$ cat src/rtl/compositor_pkg.sv
// Shared types for the sprite compositor: colour triple, per-sprite configuration word, white constant.
// Configuration fields are sized for the widest supported coordinate / ROM address (16 bits).
package compositor_pkg;

    localparam int CFG_COORD_W = 16;
    localparam int CFG_ADDR_W  = 16;

    typedef struct packed {
        logic [7:0] r;
        logic [7:0] g;
        logic [7:0] b;
    } rgb_t;

    typedef struct packed {
        logic [CFG_COORD_W-1:0] x;
        logic [CFG_COORD_W-1:0] y;
        logic [CFG_ADDR_W-1:0]  row_base;
        rgb_t                   color;
        logic                   enable;
        logic                   flip;
    } sprite_cfg_t;

    localparam rgb_t COLOR_WHITE = '{r: 8'hFF, g: 8'hFF, b: 8'hFF};

endpackage

$ cat src/rtl/sprite_channel.sv
// One sprite channel: shadow/active config, hit test, ROM row address and stage-1 opacity bit.
// Optional horizontal mirroring is compiled in with SPRITE_MIRROR_EN.
module sprite_channel
    import compositor_pkg::*;
#(
    parameter int SPRITE_W   = 32,
    parameter int SPRITE_H   = 32,
    parameter int COORD_W    = 10,
    parameter int ROM_ADDR_W = 7
) (
    input  logic                  clk,
    input  logic                  rst_n,
    input  logic                  frame_start,
    input  logic                  cfg_we,
    input  sprite_cfg_t           cfg,
    input  logic                  pix_valid,
    input  logic [COORD_W-1:0]    draw_x,
    input  logic [COORD_W-1:0]    draw_y,
    output logic [ROM_ADDR_W-1:0] rom_addr,
    input  logic [SPRITE_W-1:0]   rom_data,
    output logic                  opaque,
    output rgb_t                  color_p0
);

    localparam int COL_W = (SPRITE_W > 1) ? $clog2(SPRITE_W) : 1;
    localparam int EXT_W = CFG_COORD_W + 1;

    sprite_cfg_t shadow;
    sprite_cfg_t active;

    always_ff @(posedge clk or negedge rst_n) begin
        if (!rst_n) begin
            shadow <= '0;
            active <= '0;
        end else begin
            if (cfg_we)
                shadow <= cfg;
            if (frame_start)
                active <= shadow;
        end
    end

    // Offsets are taken one bit wider than the coordinates so a sprite never wraps past the edge.
    logic [EXT_W-1:0] px, py, sx, sy, dx, dy;
    logic             hit;

    always_comb begin
        px  = EXT_W'(draw_x);
        py  = EXT_W'(draw_y);
        sx  = {1'b0, active.x};
        sy  = {1'b0, active.y};
        dx  = px - sx;
        dy  = py - sy;
        hit = pix_valid && active.enable
              && (px >= sx) && (dx < EXT_W'(SPRITE_W))
              && (py >= sy) && (dy < EXT_W'(SPRITE_H));
    end

    // ---- stage 0 -> stage 1 boundary ----
    logic [ROM_ADDR_W-1:0] rom_addr_p0;
    logic                  hit_p0;
    logic [COL_W-1:0]      col_p0;

    always_ff @(posedge clk or negedge rst_n) begin
        if (!rst_n) begin
            hit_p0      <= 1'b0;
            rom_addr_p0 <= '0;
        end else begin
            hit_p0      <= hit;
            rom_addr_p0 <= hit ? ROM_ADDR_W'({1'b0, active.row_base} + dy) : '0;
        end
    end

    always_ff @(posedge clk) begin
        col_p0   <= COL_W'(dx);
        color_p0 <= active.color;
    end

    assign rom_addr = rom_addr_p0;

`ifdef SPRITE_MIRROR_EN
    logic             flip_p0;
    logic [COL_W-1:0] bit_sel;

    always_ff @(posedge clk) begin
        flip_p0 <= active.flip;
    end

    always_comb begin
        bit_sel = flip_p0 ? (COL_W'(SPRITE_W - 1) - col_p0) : col_p0;
        opaque  = hit_p0 && rom_data[bit_sel];
    end
`else
    logic unused_flip;
    assign unused_flip = active.flip;

    always_comb begin
        opaque = hit_p0 && rom_data[col_p0];
    end
`endif

endmodule

$ cat src/rtl/sprite_compositor.sv
// Multi-sprite pixel compositor: text > lowest-index opaque sprite > background, 2-cycle latency.
// Define SPRITE_MIRROR_EN to honour cfg_flip (horizontal mirror); otherwise cfg_flip is ignored.
module sprite_compositor
    import compositor_pkg::*;
#(
    parameter  int NUM_SPRITES = 4,
    parameter  int SPRITE_W    = 32,
    parameter  int SPRITE_H    = 32,
    parameter  int COORD_W     = 10,
    parameter  int ROM_ADDR_W  = 7,
    localparam int IDX_W       = (NUM_SPRITES > 1) ? $clog2(NUM_SPRITES) : 1
) (
    input  logic                             Clk,
    input  logic                             Reset_n,
    input  logic                             frame_start,
    input  logic                             cfg_valid,
    output logic                             cfg_ready,
    input  logic [IDX_W-1:0]                 cfg_idx,
    input  logic [COORD_W-1:0]               cfg_x,
    input  logic [COORD_W-1:0]               cfg_y,
    input  logic [ROM_ADDR_W-1:0]            cfg_row_base,
    input  logic [23:0]                      cfg_color,
    input  logic                             cfg_enable,
    input  logic                             cfg_flip,
    input  logic                             pix_valid,
    input  logic [COORD_W-1:0]               DrawX,
    input  logic [COORD_W-1:0]               DrawY,
    input  logic [7:0]                       bg_r,
    input  logic [7:0]                       bg_g,
    input  logic [7:0]                       bg_b,
    input  logic                             text_on,
    output logic [NUM_SPRITES*ROM_ADDR_W-1:0] rom_addr,
    input  logic [NUM_SPRITES*SPRITE_W-1:0]  rom_data,
    output logic                             out_valid,
    output logic [7:0]                       VGA_R,
    output logic [7:0]                       VGA_G,
    output logic [7:0]                       VGA_B,
    output logic [NUM_SPRITES-1:0]           collision
);

    // The frame_start cycle belongs to the shadow->active copy, so writes are held off.
    assign cfg_ready = !frame_start;

    logic        cfg_accept;
    sprite_cfg_t cfg_word;

    always_comb begin
        cfg_accept        = cfg_valid && cfg_ready;
        cfg_word          = '0;
        cfg_word.x        = CFG_COORD_W'(cfg_x);
        cfg_word.y        = CFG_COORD_W'(cfg_y);
        cfg_word.row_base = CFG_ADDR_W'(cfg_row_base);
        cfg_word.color    = rgb_t'(cfg_color);
        cfg_word.enable   = cfg_enable;
`ifdef SPRITE_MIRROR_EN
        cfg_word.flip     = cfg_flip;
`else
        cfg_word.flip     = 1'b0;
`endif
    end

`ifndef SPRITE_MIRROR_EN
    logic unused_cfg_flip;
    assign unused_cfg_flip = cfg_flip;
`endif

    logic [NUM_SPRITES-1:0] opaque;
    rgb_t                   color_p0 [NUM_SPRITES];

    for (genvar i = 0; i < NUM_SPRITES; i++) begin : g_ch
        sprite_channel #(
            .SPRITE_W   (SPRITE_W),
            .SPRITE_H   (SPRITE_H),
            .COORD_W    (COORD_W),
            .ROM_ADDR_W (ROM_ADDR_W)
        ) u_ch (
            .clk         (Clk),
            .rst_n       (Reset_n),
            .frame_start (frame_start),
            .cfg_we      (cfg_accept && (cfg_idx == IDX_W'(i))),
            .cfg         (cfg_word),
            .pix_valid   (pix_valid),
            .draw_x      (DrawX),
            .draw_y      (DrawY),
            .rom_addr    (rom_addr[i*ROM_ADDR_W +: ROM_ADDR_W]),
            .rom_data    (rom_data[i*SPRITE_W +: SPRITE_W]),
            .opaque      (opaque[i]),
            .color_p0    (color_p0[i])
        );
    end

    // ---- stage 0 -> stage 1 boundary ----
    logic vld_p0;
    logic text_p0;
    rgb_t bg_p0;

    always_ff @(posedge Clk or negedge Reset_n) begin
        if (!Reset_n)
            vld_p0 <= 1'b0;
        else
            vld_p0 <= pix_valid;
    end

    always_ff @(posedge Clk) begin
        text_p0 <= text_on;
        bg_p0   <= '{r: bg_r, g: bg_g, b: bg_b};
    end

    rgb_t                   pick;
    logic                   multi;
    logic [NUM_SPRITES-1:0] coll_set;

    always_comb begin
        pick = bg_p0;
        for (int i = NUM_SPRITES - 1; i >= 0; i--) begin
            if (opaque[i])
                pick = color_p0[i];
        end
        if (text_p0)
            pick = COLOR_WHITE;
        // More than one bit set: clearing the lowest set bit leaves something behind.
        multi    = |(opaque & (opaque - NUM_SPRITES'(1)));
        coll_set = (vld_p0 && multi) ? opaque : '0;
    end

    // ---- stage 1 -> output boundary ----
    logic                   vld_p1;
    rgb_t                   rgb_p1;
    logic [NUM_SPRITES-1:0] sticky;

    always_ff @(posedge Clk or negedge Reset_n) begin
        if (!Reset_n) begin
            vld_p1    <= 1'b0;
            rgb_p1    <= '0;
            sticky    <= '0;
            collision <= '0;
        end else begin
            vld_p1 <= vld_p0;
            if (vld_p0)
                rgb_p1 <= pick;
            if (frame_start) begin
                collision <= sticky;
                sticky    <= coll_set;
            end else begin
                sticky    <= sticky | coll_set;
            end
        end
    end

    assign out_valid = vld_p1;
    assign VGA_R     = rgb_p1.r;
    assign VGA_G     = rgb_p1.g;
    assign VGA_B     = rgb_p1.b;

endmodule
$ cat config.mk
export PLATFORM = sky130hd
export DESIGN_NAME = sprite_compositor
export DESIGN_NICKNAME = d
export VERILOG_FILES = /design/src/rtl/compositor_pkg.sv /design/src/rtl/sprite_channel.sv /design/src/rtl/sprite_compositor.sv
export SDC_FILE = /design/constraint.sdc
export NUM_CORES = 1
export LEC_CHECK = 0
export CAP_MARGIN = 10
export CORE_MARGIN = 2
export CORE_UTILIZATION = 30
export CTS_BUF_LIST = sky130_fd_sc_hd__clkbuf_8
export DETAILED_ROUTE_END_ITERATION = 6
export PLACE_DENSITY = 0.49
export SYNTH_ARGS = -nofsm -noshare
export SYNTH_HDL_FRONTEND = slang
export SYNTH_SLANG_ARGS = --single-unit
$ cat constraint.sdc
create_clock -name Clk -period 3.68 [get_ports Clk]
set_input_delay 1.104 -clock Clk [delete_from_list [all_inputs] [get_ports Clk]]
set_output_delay 1.104 -clock Clk [all_outputs]
set_load 0.1 [all_outputs]
# == Yosys cells after proc, flatten, opt, wreduce, memory -nomap -nowiden ==
# Index checks and enable logic that the tools add are counted.
# W data, S select, Z words.
# word_totals
ff_bits,623
latch_bits,0
ramBits,0
rom_bits,0
in_bits,233
mem_count,0
# classes
n_addsub,13
multipliers,0
n_div,0
order_cmp,20
eq_ne,3
shifts,0
mux,19
n_bitwise,2
reduce_logical,33
# op_table
cell,n
$lt A17 B6 Y1 const B,8
$mux W24,5
$sub A10 B10 Y11,8
$ge A10 B10 Y1,8
$logic_and A1 B1 Y1,30
$add A7 B7 Y7,4
$mux W7,4
$lt A5 B6 Y1 const B,4
$bmux W1 S5,4
$mux W4,2
$and A4 B4 Y4,1
$eq A2 B2 Y1 const B,2
$mux W1,4
$or A4 B4 Y4,1
$reduce_or A4 Y1,1
$sub A4 B1 Y4 const B,1
$eq A2 B1 Y1 const B,1
$logic_not A2 Y1,1
$logic_not A1 Y1,1

# == Depth between registers and ports, before layout ==
# depth
word_depth,10
ltp_mapped,14

# == Cells and area by module ==
# From an unflattened synthesis, not the netlist that was laid out.
# unflattened
cells_unflattened,2463
area_unflattened_um2,31697.9
# modules_own_cells
mod,n_inst,cells_each,area_per_inst_um2,seq_area_each_um2
sprite_channel at g_ch[1].u_ch ...,2,544,7120.6,3983.8
sprite_channel at g_ch[3].u_ch,1,576,7310.8,3983.8
sprite_channel at g_ch[0].u_ch,1,546,7149.4,3983.8
sprite_compositor,1,253,2996.6,1351.3

# == Least setup slack after synthesis ==
# Ideal clock, no wire load.
# synth_timing
path_type,input to register
startpoint,in DrawY[0]
endpoint,reg g_ch[1].u_ch.rom_addr_p0[2]
setup_ps,81
t_arrival_ps,3716
setup_slack_ps,-117
cell_stages,12
cell_sequence,inv_1 ha_1 inv_1 fa_1 a211oi_2 o21ai_1 a31oi_1 mux2_1 o2111ai_1 or4_1 a2111o_1 nor3_2
# synth_via
elab_chain_cells,4
word_cells_on_any_way,7
# synth_lines
element,line,source
from (decl),sprite_compositor.sv:27,"input logic [COORD_W-1:0] DrawY,"
$sub A10 B10 Y11 / $ge A10 B10 Y1 (equally long branches),"sprite_channel.sv:53, sprite_channel.sv:56",
$lt A17 B6 Y1 / $logic_and A1 B1 Y1 (equally long branches),sprite_channel.sv:56,&& (py >= sy) && (dy < EXT_W'(SPRITE_H));
$logic_and A1 B1 Y1,sprite_channel.sv:56,
$mux W7 *,sprite_channel.sv:70,"rom_addr_p0 <= hit ? ROM_ADDR_W'({1'b0, active.row_base} + dy) : '0;"
to (signal assigned),sprite_channel.sv:70,
to (decl),sprite_channel.sv:60,logic [ROM_ADDR_W-1:0] rom_addr_p0;
# Every way passes the cells marked *; elsewhere a longest branch is shown, timed or not.
# A chain may end at the register's enable or synchronous reset.

# == Worst setup path in the final report ==
# Ends and elaborated chain as after synthesis.

==> qor.yml <==
run_status:
  outcome: "finished, final reports clean"
power_and_ir_drop:
  power_mw: 21.1
  clockPowerShare_pct: 30.0
  p_seq_share_pct: 43.0
  combPwrFrac_pct: 26.9
  power_density_nw_per_um2: 606
  intPower_mw: 14.8
  irDropWorstVdd_v: 0.000292
  p_sw_share_pct: 29.6
  switchingPower_mw: 6.24
  p_leak_nw: 15.7
clock_tree:
  post_cts_buffers: 0
  cts.sinks: 623
  cts_buffers: 109
  clockBufferDepth: 3
  cts_hold_buf: 0
  root_buffer: "clkbuf_8"
  htree_levels: 3
  cts_tree: "yes"
  clkTransAtPathRegs_ps: 60
  clkLatencyLatePin_ps: 720
logic_synthesis:
  async_reset_ff_share_pct: 77.4
  synth.yosys.warnings: 0
  synth.area.top_cells: "dfrtp_1, mux2_2, dfxtp_1"
  synth_top_cell_by_area: "dfrtp_1"
  ys_types: 69
  ys_seq_area_share_pct: 56.0
  yosysTopAreaCellShare_pct: 45.4
  syn_inst: 2109
  avgSynthCellArea_sq_um: 12.6
  ys_ff_latch: 623
  synth-edff-count: 0
  yosys_most_used_dff: "dfrtp_1"
  synth_nets: 2458
  syn_area_sq_um: 26600
cells_and_area:
  fin_nets: 3008
  final_common_cell: "dfrtp_1"
  fin_cells: 3917
  syn2layout_area_growth_pct: 30.9
  final_cell_mix: "dfrtp_1, mux2_2, buf_4"
  final_util_pct: 39.5
  drive_gt1_share_pct: 31.0
setup_path:
  crit_chain: "clkdlybuf4s50_1, inv_2, ha_1, inv_1, fa_2, a211oi_4, o21ai_1, a31oi_1, mux2_1, o2111ai_1, or4_1, a2111o_1, buf_4, nor3_2"
  crit_slowest_cell: "or4_1"
  endpoint_kind: "flip-flop"
  cp.arrival_ps: 4250
  path_class: "in -> reg"
  cpPeakStageDelay_ps: 520
  critPathLaunchType: "input port"
  cp_data_required_time_ps: 4310
  ff2ff_path_depth: 12
  cp_max_fo: 8
  r2r_start: "g_ch[1].u_ch.active[42]"
  r2r_end: "g_ch[1].u_ch.rom_addr[2]"
  r2r_setup_slack_ps: 610
placed_design:
  placed_cells: 3713
  dp_hpwl_mm: 51.0
  place_congestion: 0.844
  port_buffers: 289
timing:
  maxSlewHeadroom_pct: 38.5
  min_period_ps: 3630
  setup_tns_ps: 0
  rsz0062_at_grt: "true"
  finalSetupViolCount: 0
  tightest_slew_ps: 922
  drv_slew: 0
  fin_skew_ps: 40.9
  holdWs_ps: 351
  min_period_over_period_pct: 98.5
  max_freq_ghz: 0.276
  hold_viol_final: 0
grt:
  grt_pass1_vias: 19600
  grt_usage_pct: 16.4
  overflow: 0
  grt_antenna_before_repair: 6
  grt_max_degree: 190
  grt_pass1_wl_mm: 115
floorplanning:
  die_y_microns: 302
  boundaryPins: 291
  design.die.area_sq_um: 90900
  rows: 109
  initial_core_util_pct: 30.1
  chipWidth_microns: 302
  core_sq_um: 88100
detailed_routing:
  via_per_inst: 4.67
  wl_per_cell_microns: 19.0
  drtAntennaViolNets: 0
  drtPass1Iterations: 5
  drc: 0
  vias: 18300
  drt_iter0_drc: 754
  totalWireLength_mm: 74.4
hold_path:
  hp-class: "in -> async"
run:
  max-cap-violations: 0
[cell type report]
cell class	instances	area [sq um]
sequential	623	14900
antenna	2	5.00
clock inverter	62	285
multi-input combinational	1279	11000
timing repair buffer	521	4770
inverter	125	469
clock buffer	140	1930
fill	8584	53300
tap	1165	1460
[cells in the mapped netlist (4+ instances only)]
master	instances
fa_1	12
a31oi_1	27
ha_1	104
a21o_1	50
nand3_1	12
nor2b_1	26
and3_1	5
mux2i_1	29
nor4_1	14
mux2_2	347
a21oi_1	48
a211oi_1	9
nor3_1	21
o22ai_1	28
o21ai_0	149
o211ai_1	5
inv_1	125
o41ai_1	7
nor2_1	62
o31a_1	4
dfrtp_1	482
o21a_1	17
mux4_2	35
a211o_1	4
buf_2	8
xor2_1	16
o2111ai_1	6
nand2b_1	11
clkbuf_1	70
nand2_1	129
and2_1	10
nor3b_1	7
or3_1	6
xnor2_1	35
dfxtp_1	141
[worst max-delay path: cells and delay by family]
family                     cells  cell delay (ps)
buffers and inverters          4              760
muxes                          1              150
adders and majority gates      2              550
and+or+nand+nor                2              680
AOI/OAI and AO/OA              5              980
[sequential cells by signal (all words and copies together) (netlist names), 8 cells and up]
register            count
g_ch.u_ch.shadow      208
VGA_B                   8
g_ch.u_ch.col_p0       20
bg_p0                  24
VGA_R                   8
VGA_G                   8
g_ch.u_ch.active      208
g_ch.u_ch.color_p0     96
g_ch.u_ch.rom_addr     28
[layer usage]
metal | track usage [%] | vias to the layer above | share of wire, %
li1 | - | 8621 | -
met1 | 21.9 | 9108 | 46
met2 | 26.8 | 419 | 47
met3 | 3.62 | 128 | 5.5
met4 | 4.61 | 8 | 2.0
met5 | 0 | - | 0.062
[metrics by stage]
| step | instance area [sq um] | setup slack (ps) |
|---|---|---|
| 6_report | 34800 | 54.0 |
| 5_1_grt | 34800 | -20.8 |
| 4_1_cts | 34700 | 10.6 |
| 3_5_place_dp | 32500 | -868 |
| 3_3_place_gp | 32500 | -852 |
| 2_1_floorplan | 26600 | 44.6 |
[what timing repair did]
item                                    in CTS  in global routing
endpoints found under the hold margin        0                  0
pin swaps                                    0                  7
gates resized for setup                      1                 20
endpoints found under the setup margin      10                 26
cloned                                       0                  0
[worst max path at each step]
stage             start                       end  slack (ps)  cells past startpoint
5_1_grt        DrawY[0]  g_ch[3].u_ch.rom_addr[0]         -20                     14
3_3_place_gp   DrawY[1]  g_ch[1].u_ch.rom_addr[2]        -850                     11
2_1_floorplan  DrawY[0]  g_ch[1].u_ch.rom_addr[2]          40                     12
6_report       DrawY[0]  g_ch[1].u_ch.rom_addr[2]          50                     14
4_1_cts        DrawY[0]  g_ch[3].u_ch.rom_addr[6]          10                     15
3_5_place_dp   DrawY[1]  g_ch[1].u_ch.rom_addr[2]        -870                     11
[logic make-up (layout without fill, tap and decap cells)]
family	Yosys count	in the layout	share of synthesized area [%]
other	0	2	0
AO/OA/AOI/OAI	380	380	8.85
XOR/XNOR	51	51	1.68
multiplexers	412	412	18.8
buffers and inverters	207	848	3.05
AND/OR/NAND/NOR	320	320	5.75
flip-flops	623	623	56.0
adder cells (fa/ha/maj)	116	116	5.80
[power groups by stage]
stage	sequential (mW)	clock (mW)	combinational [mW]
after floorplan	9.02	0	3.42
after global placement	9.16	0	5.51
after detailed placement	9.23	0	5.63
after CTS	9.11	6.56	5.68
after global routing	9.28	6.88	6.25
final	9.07	6.33	5.68
(Power assumes the default switching activity.)
